`config.mk`:
```
export PLATFORM = sky130hd
export DESIGN_NAME = sr_pulse_driver
export DESIGN_NICKNAME = d
export VERILOG_FILES = /design/src/rtl/sr_pkg.sv /design/src/rtl/sr_drv_timer.sv /design/src/rtl/sr_pulse_driver.sv
export SDC_FILE = /design/constraint.sdc
export NUM_CORES = 1
export LEC_CHECK = 0
export CORE_UTILIZATION = 25
export CTS_CLUSTER_DIAMETER = 100
export DETAILED_ROUTE_END_ITERATION = 6
export SETUP_SLACK_MARGIN = 0.5
export SLEW_MARGIN = 20
export SYNTH_ARGS = -nofsm -noshare
export SYNTH_HDL_FRONTEND = slang
export SYNTH_SLANG_ARGS = --single-unit
```
`constraint.sdc`:
```
create_clock -name clk -period 2 [get_ports clk]
set_clock_uncertainty 0.2 [all_clocks]
set_input_delay 0.4 -clock clk [delete_from_list [all_inputs] [get_ports clk]]
set_output_delay 0.4 -clock clk [all_outputs]
set_load 0.01 [all_outputs]
```
`src/rtl/sr_pkg.sv`:
```
// rtl/sr_pkg.sv - shared types, defaults and sizing helper for the SR pulse driver
package sr_pkg;

    typedef enum logic [1:0] {
        IDLE  = 2'd0,
        PULSE = 2'd1,
        GUARD = 2'd2
    } sr_drv_state_t;

    localparam int   SR_PULSE_W_DEF = 1;
    localparam int   SR_GUARD_W_DEF = 1;
    localparam logic SR_RESET_Q     = 1'b1;

    // Counter must hold the larger of the two phase lengths; never narrower than 1 bit.
    function automatic int sr_cnt_width(input int pulse_w, input int guard_w);
        int max_w;
        int w;
        max_w = (pulse_w > guard_w) ? pulse_w : guard_w;
        w     = $clog2(max_w + 1);
        return (w < 1) ? 1 : w;
    endfunction

endpackage

```
`src/rtl/sr_drv_timer.sv`:
```
// rtl/sr_drv_timer.sv - loadable down-counter with zero flag, shared by PULSE and GUARD phases
module sr_drv_timer #(
    parameter int W = 1
) (
    input  logic         clk,
    input  logic         reset,
    input  logic         i_load,
    input  logic [W-1:0] i_load_val,
    input  logic         i_dec,
    output logic         o_zero
);

    logic [W-1:0] r_count;

    always_ff @(posedge clk or negedge reset) begin
        if (!reset) begin
            r_count <= '0;
        end else if (i_load) begin
            r_count <= i_load_val;
        end else if (i_dec && (r_count != '0)) begin
            r_count <= r_count - 1'b1;
        end
    end

    assign o_zero = (r_count == '0);

endmodule

```
`src/rtl/sr_pulse_driver.sv`:
```
// rtl/sr_pulse_driver.sv - turns set-level requests into S/R/en pulse sequences for an SR flop.
// Optional Q readback checking is built when SR_DRV_READBACK_EN is defined.
module sr_pulse_driver
    import sr_pkg::*;
#(
    parameter int   PULSE_W = SR_PULSE_W_DEF,
    parameter int   GUARD_W = SR_GUARD_W_DEF,
    parameter logic RESET_Q = SR_RESET_Q
) (
    input  logic clk,
    input  logic reset,
    input  logic req_valid,
    input  logic req_val,
    input  logic req_force,
    output logic req_ready,
    output logic S,
    output logic R,
    output logic en,
    output logic q_shadow,
    output logic busy,
    output logic done
`ifdef SR_DRV_READBACK_EN
    ,
    input  logic q_fb,
    input  logic err_clr,
    output logic err
`endif
);

    localparam int            CW        = sr_cnt_width(PULSE_W, GUARD_W);
    localparam logic [CW-1:0] PULSE_LD  = CW'(PULSE_W - 1);
    localparam logic [CW-1:0] GUARD_LD  = (GUARD_W > 0) ? CW'(GUARD_W - 1) : '0;
    localparam bit            HAS_GUARD = (GUARD_W > 0);

    sr_drv_state_t r_state;
    sr_drv_state_t w_state_nxt;
    logic          r_val;
    logic          r_q;
    logic          r_s;
    logic          r_r;
    logic          r_en;
    logic          r_busy;
    logic          r_done;

    logic          w_accept;
    logic          w_val_nxt;
    logic          w_q_nxt;
    logic          w_s_nxt;
    logic          w_r_nxt;
    logic          w_en_nxt;
    logic          w_busy_nxt;
    logic          w_done_nxt;
    logic          w_load;
    logic [CW-1:0] w_load_val;
    logic          w_dec;
    logic          w_zero;

    // Held low during reset so upstream cannot see a ready driver before it is usable.
    assign req_ready = reset && (r_state == IDLE);
    assign w_accept  = req_valid && req_ready;

    sr_drv_timer #(
        .W (CW)
    ) u_timer (
        .clk        (clk),
        .reset      (reset),
        .i_load     (w_load),
        .i_load_val (w_load_val),
        .i_dec      (w_dec),
        .o_zero     (w_zero)
    );

    always_comb begin
        w_state_nxt = r_state;
        w_val_nxt   = r_val;
        w_q_nxt     = r_q;
        w_s_nxt     = 1'b0;
        w_r_nxt     = 1'b0;
        w_en_nxt    = 1'b0;
        w_busy_nxt  = 1'b0;
        w_done_nxt  = 1'b0;
        w_load      = 1'b0;
        w_load_val  = '0;
        w_dec       = 1'b0;

        case (r_state)
            IDLE: begin
                if (w_accept) begin
                    if (!req_force && (req_val == r_q)) begin
                        w_done_nxt = 1'b1;
                    end else begin
                        w_val_nxt   = req_val;
                        w_state_nxt = PULSE;
                        w_load      = 1'b1;
                        w_load_val  = PULSE_LD;
                        w_s_nxt     = req_val;
                        w_r_nxt     = !req_val;
                        w_en_nxt    = 1'b1;
                        w_busy_nxt  = 1'b1;
                    end
                end
            end
            PULSE: begin
                if (w_zero) begin
                    w_q_nxt = r_val;
                    if (HAS_GUARD) begin
                        w_state_nxt = GUARD;
                        w_load      = 1'b1;
                        w_load_val  = GUARD_LD;
                        w_busy_nxt  = 1'b1;
                    end else begin
                        w_state_nxt = IDLE;
                        w_done_nxt  = 1'b1;
                    end
                end else begin
                    w_dec      = 1'b1;
                    w_s_nxt    = r_val;
                    w_r_nxt    = !r_val;
                    w_en_nxt   = 1'b1;
                    w_busy_nxt = 1'b1;
                end
            end
            GUARD: begin
                if (w_zero) begin
                    w_state_nxt = IDLE;
                    w_done_nxt  = 1'b1;
                end else begin
                    w_dec      = 1'b1;
                    w_busy_nxt = 1'b1;
                end
            end
            default: begin
                w_state_nxt = IDLE;
            end
        endcase
    end

    always_ff @(posedge clk or negedge reset) begin
        if (!reset) begin
            r_state <= IDLE;
            r_val   <= 1'b0;
            r_q     <= RESET_Q;
            r_s     <= 1'b0;
            r_r     <= 1'b0;
            r_en    <= 1'b0;
            r_busy  <= 1'b0;
            r_done  <= 1'b0;
        end else begin
            r_state <= w_state_nxt;
            r_val   <= w_val_nxt;
            r_q     <= w_q_nxt;
            r_s     <= w_s_nxt;
            r_r     <= w_r_nxt;
            r_en    <= w_en_nxt;
            r_busy  <= w_busy_nxt;
            r_done  <= w_done_nxt;
        end
    end

    assign S        = r_s;
    assign R        = r_r;
    assign en       = r_en;
    assign q_shadow = r_q;
    assign busy     = r_busy;
    assign done     = r_done;

`ifdef SR_DRV_READBACK_EN
    // Only a done that retires a real pulse is worth checking; skipped commands never touched the flop.
    logic r_done_pulsed;
    logic r_err;
    logic w_fb_mis;

    assign w_fb_mis = r_done_pulsed && (q_fb != r_q);

    always_ff @(posedge clk or negedge reset) begin
        if (!reset) begin
            r_done_pulsed <= 1'b0;
            r_err         <= 1'b0;
        end else begin
            r_done_pulsed <= w_done_nxt && (r_state != IDLE);
            r_err         <= w_fb_mis || (r_err && !err_clr);
        end
    end

    assign err = r_err;
`endif

endmodule
```
After elaboration in Yosys (flattened, before gate mapping)
Cells that the tools add are included.
W data, S select, Z words.

storage, ports and cells
  bits in registers = 10
  latch bits = 0
  RAM bits = 0
  bits in read-only memories = 0
  memories kept = 0

cells by class
  add/sub/neg operators = 1
  multiply operators = 0
  divide/modulo/power cells = 0
  magnitude comparators = 0
  eq/ne operators = 7
  shifts and indexed selects = 0
  mux-type cells = 26
  bitwise gates (word level) = 2
  reductions and logical operators = 13

operator list
  operator               number
  $mux W1                15
  $pmux W1 S2            5
  $mux W2                4
  $ne A2 B2 Y1 const B   4
  $pmux W2 S3            1
  $logic_and A1 B1 Y1    4
  $reduce_and A4 Y1      1
  $logic_not A1 Y1       3
  $pmux W1 S3            1
  $reduce_and A3 Y1      1
  $eq A2 B1 Y1 const B   1
  $eq A2 B2 Y1 const B   1
  $logic_not A2 Y1       1
  $not A1 Y1             2
  $reduce_and A2 Y1      1
  $reduce_bool A2 Y1     1
  $reduce_or A2 Y1       1
  $eq A1 B1 Y1           1
  $sub A1 B1 Y1 const B  1

Depth between registers and ports, before layout
  depth after elaboration = 6
  gate-level depth with buffers = 5

Cells and area by module
Synthesis repeated with hierarchy kept, for this count alone.

unflattened totals
  cell total of the unflattened synthesis = 52
  area, all modules = 544.3 sq um

by module, submodules not included
  module           times used  cells each  area each (sq um)  seq. area each (sq um)
  sr_pulse_driver  1           48          499.2              226.5
  sr_drv_timer     1           4           45.0               25.0

Worst setup path after synthesis
OpenSTA, ideal clock, no wires.

  path type = reg-to-reg
  from = register r_state[0]
  to = register r_val
  data arrival time = 1.304 ns
  data required time = 1.675 ns
  slack = 0.371 ns
  cell stages (with the launch flop) = 6
  buffers on the path = 0
  period minus slack after synthesis = 1.629 ns
  cell sequence = dfrtp_1 -> inv_1 -> ha_1 -> and3_1 -> o21ai_2 -> mux2_4

on the way
  cells in the longest elaborated chain, start to end = 4

RTL lines
  what                           RTL line                                      RTL
  from (decl)                    sr_pulse_driver.sv:35                         sr_drv_state_t r_state;
  from (signal assigned)         sr_pulse_driver.sv:149                        r_state <= w_state_nxt;
  $logic_not A2 Y1 *             sr_pulse_driver.sv:59, sr_pulse_driver.sv:86
  $logic_and A1 B1 Y1            sr_pulse_driver.sv:59                         assign req_ready = reset && (r_state == IDLE);
  $logic_and A1 B1 Y1            sr_pulse_driver.sv:60                         assign w_accept = req_valid && req_ready;
  $reduce_and A3 Y1 (no line) *  n/a
  to (signal assigned)           sr_pulse_driver.sv:150                        r_val <= w_val_nxt;
  to (decl)                      sr_pulse_driver.sv:37                         logic r_val;

Every way passes the cells marked *; elsewhere a longest branch is shown, timed or not.
A chain may end at the register's enable or synchronous reset.

Worst setup path after layout
  from = register r_state[0]
  to = output req_ready

on the way
  cells in the longest elaborated chain, start to end = 2

RTL lines
  what                 RTL line               RTL
  $logic_not A2 Y1     sr_pulse_driver.sv:59
  $logic_and A1 B1 Y1  sr_pulse_driver.sv:59
  to (decl)            sr_pulse_driver.sv:15  output logic req_ready,

Every way passes these cells.

==> results summary <==
The register area share after synthesis is 0.4902. The number of DRC markers after the initial detailed-route iteration came out at 3. The number of nets in the layout came out at 86. The total of warnings raised by yosys is 0. The die footprint came out at around 0.0022 mm². Setup slack on the critical path of the routed design comes to 306.6 ps. The worst-path maximum fanout is 2. Of the cells placed in the final design, the portion with a size suffix greater than 1 is 0.5789. Dividing total power by cell area gives a power density of 1318 mW/mm². The number of optimization iterations in the first detailed-route pass is 4. STA classifies the critical path endpoint as a primary output.

The cell type with the highest aggregate area in the netlist is sky130_fd_sc_hd__dfrtp_1. The maximum buffer depth of the clock tree is 2. TritonCTS built the clock tree. The final routed wire length divided by cell count is 11.59 µm. The initial utilization of the core area, before any placement, comes to 0.2642. Counting flops with an async set or reset pin after synthesis yields a share of 1.000.

Yosys mapped a number of flops with a built-in enable equal to 0. The total power of the final layout came out at 1.174 mW. Once detail routing completed, the nets flagged for antenna violations numbered 0. Among all flip-flop cells after synthesis, the most frequent one is sky130_fd_sc_hd__dfrtp_1.

The tree is rooted in a sky130_fd_sc_hd__clkbuf_4. sky130_fd_sc_hd__dfrtp_1 is the most common cell in the netlist. The number of I/O port buffers came out at 11. Sorting the synthesized cells by how often they occur yields sky130_fd_sc_hd__dfrtp_1, sky130_fd_sc_hd__ha_1, sky130_fd_sc_hd__inv_1, sky130_fd_sc_hd__nand2_1.

The later-pin clock latency in the skew report is ~270 ps. Averaged over all synthesized cells, the footprint is 10.91 µm². After detailed routing, the number of remaining DRC violations is 0.

For this run, global-route usage on met2 was measured as 0.1753. The total of max-cap violations is 0. met2 is the most crowded layer. The max-slew violation count came out at 0. The total detailed-routing wirelength came out at roughly 1.2 mm. The die is 47.30 µm tall. The worst pin sits at a relative slew slack of 0.7693.

In this run the horizontal extent of the chip is 47.30 µm. The initial antenna violation count is 0. The worst setup path is launched from a register. The post-CTS clock slew at the launch and capture registers of the worst setup and hold paths came out at 70 ps. The run finished with clean final reports. The I/O pin total is 12.

The total setup violations reported at the end of the flow came out at 0. The clock sink count is 10. The maximum vdd drop is 0.0006622 V. For this run, the share of the core covered by cells in the final layout is 0.4588.

Dividing the detail-routed via count by the number of cells gives 4.369. The post-synthesis instance area is 513.0 µm². The fraction of post-synthesis cell area in the top cell type by area is 0.4390. The number of different library cells used by synthesis comes to 24.

The total of hold buffers inserted after clock tree synthesis is 0. For this run, global-route usage on met1 was measured as 0.1605. The total number of H-tree levels is 1. The placement row count is 16.

For the pin with the worst max-slew slack, the measured transition is around 350 ps. The total congestion overflow is 0. Clock tree synthesis inserted a total of 3 buffers.

The wire length of the first global-routing pass is between 1.5 and 2 mm. The data required time of the worst path came out at 1400 ps. The instance count of the mapped netlist is 47. For the worst setup path, the data arrival time is ~1100 ps. Routability-driven placement finished with a final weighted congestion of 0.6890. Synthesis inferred 10 register bits. The maximum number of pins on one net before global-route repair is 12. In this run the worst hold path is classified as input pin to asynchronous set/reset pin. OpenSTA, run right after detailed placement, puts the worst setup slack at -148.0 ps. The worst path in the final design needs a cycle of between 1500 and 2000 ps, including I/O delays and setup. The area added between synthesis and finish is 73.66%. The register with the most flip-flops in the layout has 2 of them. The final hold violation count was 0. For this run, global-route usage on met3 was measured as 0.06923. Setup repair after global routing could not meet its margin everywhere.

The static power due to leakage is 0.4256 nW. The number of nets produced by synthesis came out at 56. The period utilization is 0.8467. The total via count after detailed routing came out at 450. The count of inserted antenna diode cells is 0. In the global route stage, overall resource usage came out at 0.1283.

Yosys attributes the largest share of cell area to sky130_fd_sc_hd__dfrtp_1, sky130_fd_sc_hd__ha_1, sky130_fd_sc_hd__dfstp_2, sky130_fd_sc_hd__xor2_2, sky130_fd_sc_hd__a21oi_1. The post-DP HPWL came out at 742 µm. Ranked by flip-flop count, first place goes to r_state.

The highest attainable clock frequency came out at 0.5905 GHz. The area inside the core boundary came out at just under 0.002 mm². The via count of the first global-routing pass was ~400. The worst setup path is of the register to primary output kind.
## logic make-up (layout without fill, tap and decap cells)
family          count (synthesis)  in the layout  share of synthesized area
mux                             3              3                    0.07072
buf+inv                         5             34                    0.03657
fa+ha+maj                       4              4                    0.09756
flops                          10             10                     0.4903
compound gates                 13             13                     0.1683
xor+xnor                        1              1                    0.03172
simple gates                   11             11                     0.1049
## cells in the final DEF, fill, tap and decap left out, types with 3 or more instances in the layout
| cell type | netlist | routed |
|---|---|---|
| sky130_fd_sc_hd__nand2_1 | 4 | 3 |
| sky130_fd_sc_hd__clkbuf_2 | 0 | 4 |
| sky130_fd_sc_hd__buf_4 | 0 | 10 |
| sky130_fd_sc_hd__dfrtp_1 | 9 | 9 |
| sky130_fd_sc_hd__buf_6 | 0 | 7 |
| sky130_fd_sc_hd__clkbuf_4 | 0 | 3 |
## metal layers
| metal | routed length (µm) | up-vias |
|---|---|---|
| li1 | - | 219 |
| met1 | 514 | 216 |
| met2 | 586 | 13 |
| met3 | 78 | 2 |
| met4 | 14 | 0 |
| met5 | 0 | - |
## layout make-up
type                            instances  area, µm²
Inverter                                4      15.01
Tap cell                               27      33.78
Fill cell                             191       1051
Clock buffer                            4      36.28
Multi-Input combinational cell         32      332.8
Sequential cell                        10      251.5
Timing Repair Buffer                   26      221.5
## worst max-delay path, cell delays in order (launching register included)
cell and delay [ps]:
sky130_fd_sc_hd__dfrtp_1 370, sky130_fd_sc_hd__inv_2 60, sky130_fd_sc_hd__ha_4 150, sky130_fd_sc_hd__and2_4 130, sky130_fd_sc_hd__buf_6 110
## worst paths after layout
kind                                        startpoint                   end  slack [ps]  cells after the start
worst max-delay path            r_state[0]$_DFFE_PN0P_             req_ready         310                      4
worst min-delay path                             reset          en$_DFF_PN0_          30                      2
worst max register to register  r_state[0]$_DFFE_PN0P_     r_val$_DFFE_PN0P_         310                      7
worst min register to register       r_val$_DFFE_PN0P_           R$_DFF_PN0_         340                      1
max in group asynchronous                        reset  q_shadow$_DFFE_PN1N_        1360                      2
min in group clk                     r_val$_DFFE_PN0P_           R$_DFF_PN0_         340                      1
## stage by stage
stage	instances	cell area, µm²	TNS [ps]	hold slack [ps]
after floorplan	47	528.0	0	-95.59
after global placement	89	705.7	-329.2	301.1
after detailed placement	89	705.7	-258.5	289.8
after CTS	98	837.1	0	12.47
after global routing	103	890.9	0	39.94
final	103	890.9	0	25.08
## power by group
group          switching, mW  internal (mW)
Combinational          0.269          0.409
Clock                 0.0770          0.111
Sequential            0.0389          0.270
Total                  0.385          0.789
## timing repair
action                     in CTS  in global routing
setup endpoints to repair      16                 16
buffers inserted                5                  5
gates cloned                    0                  0
pin swaps                       4                  5
gates resized for setup        35                 14
Power figures use the tool's default switching activity.
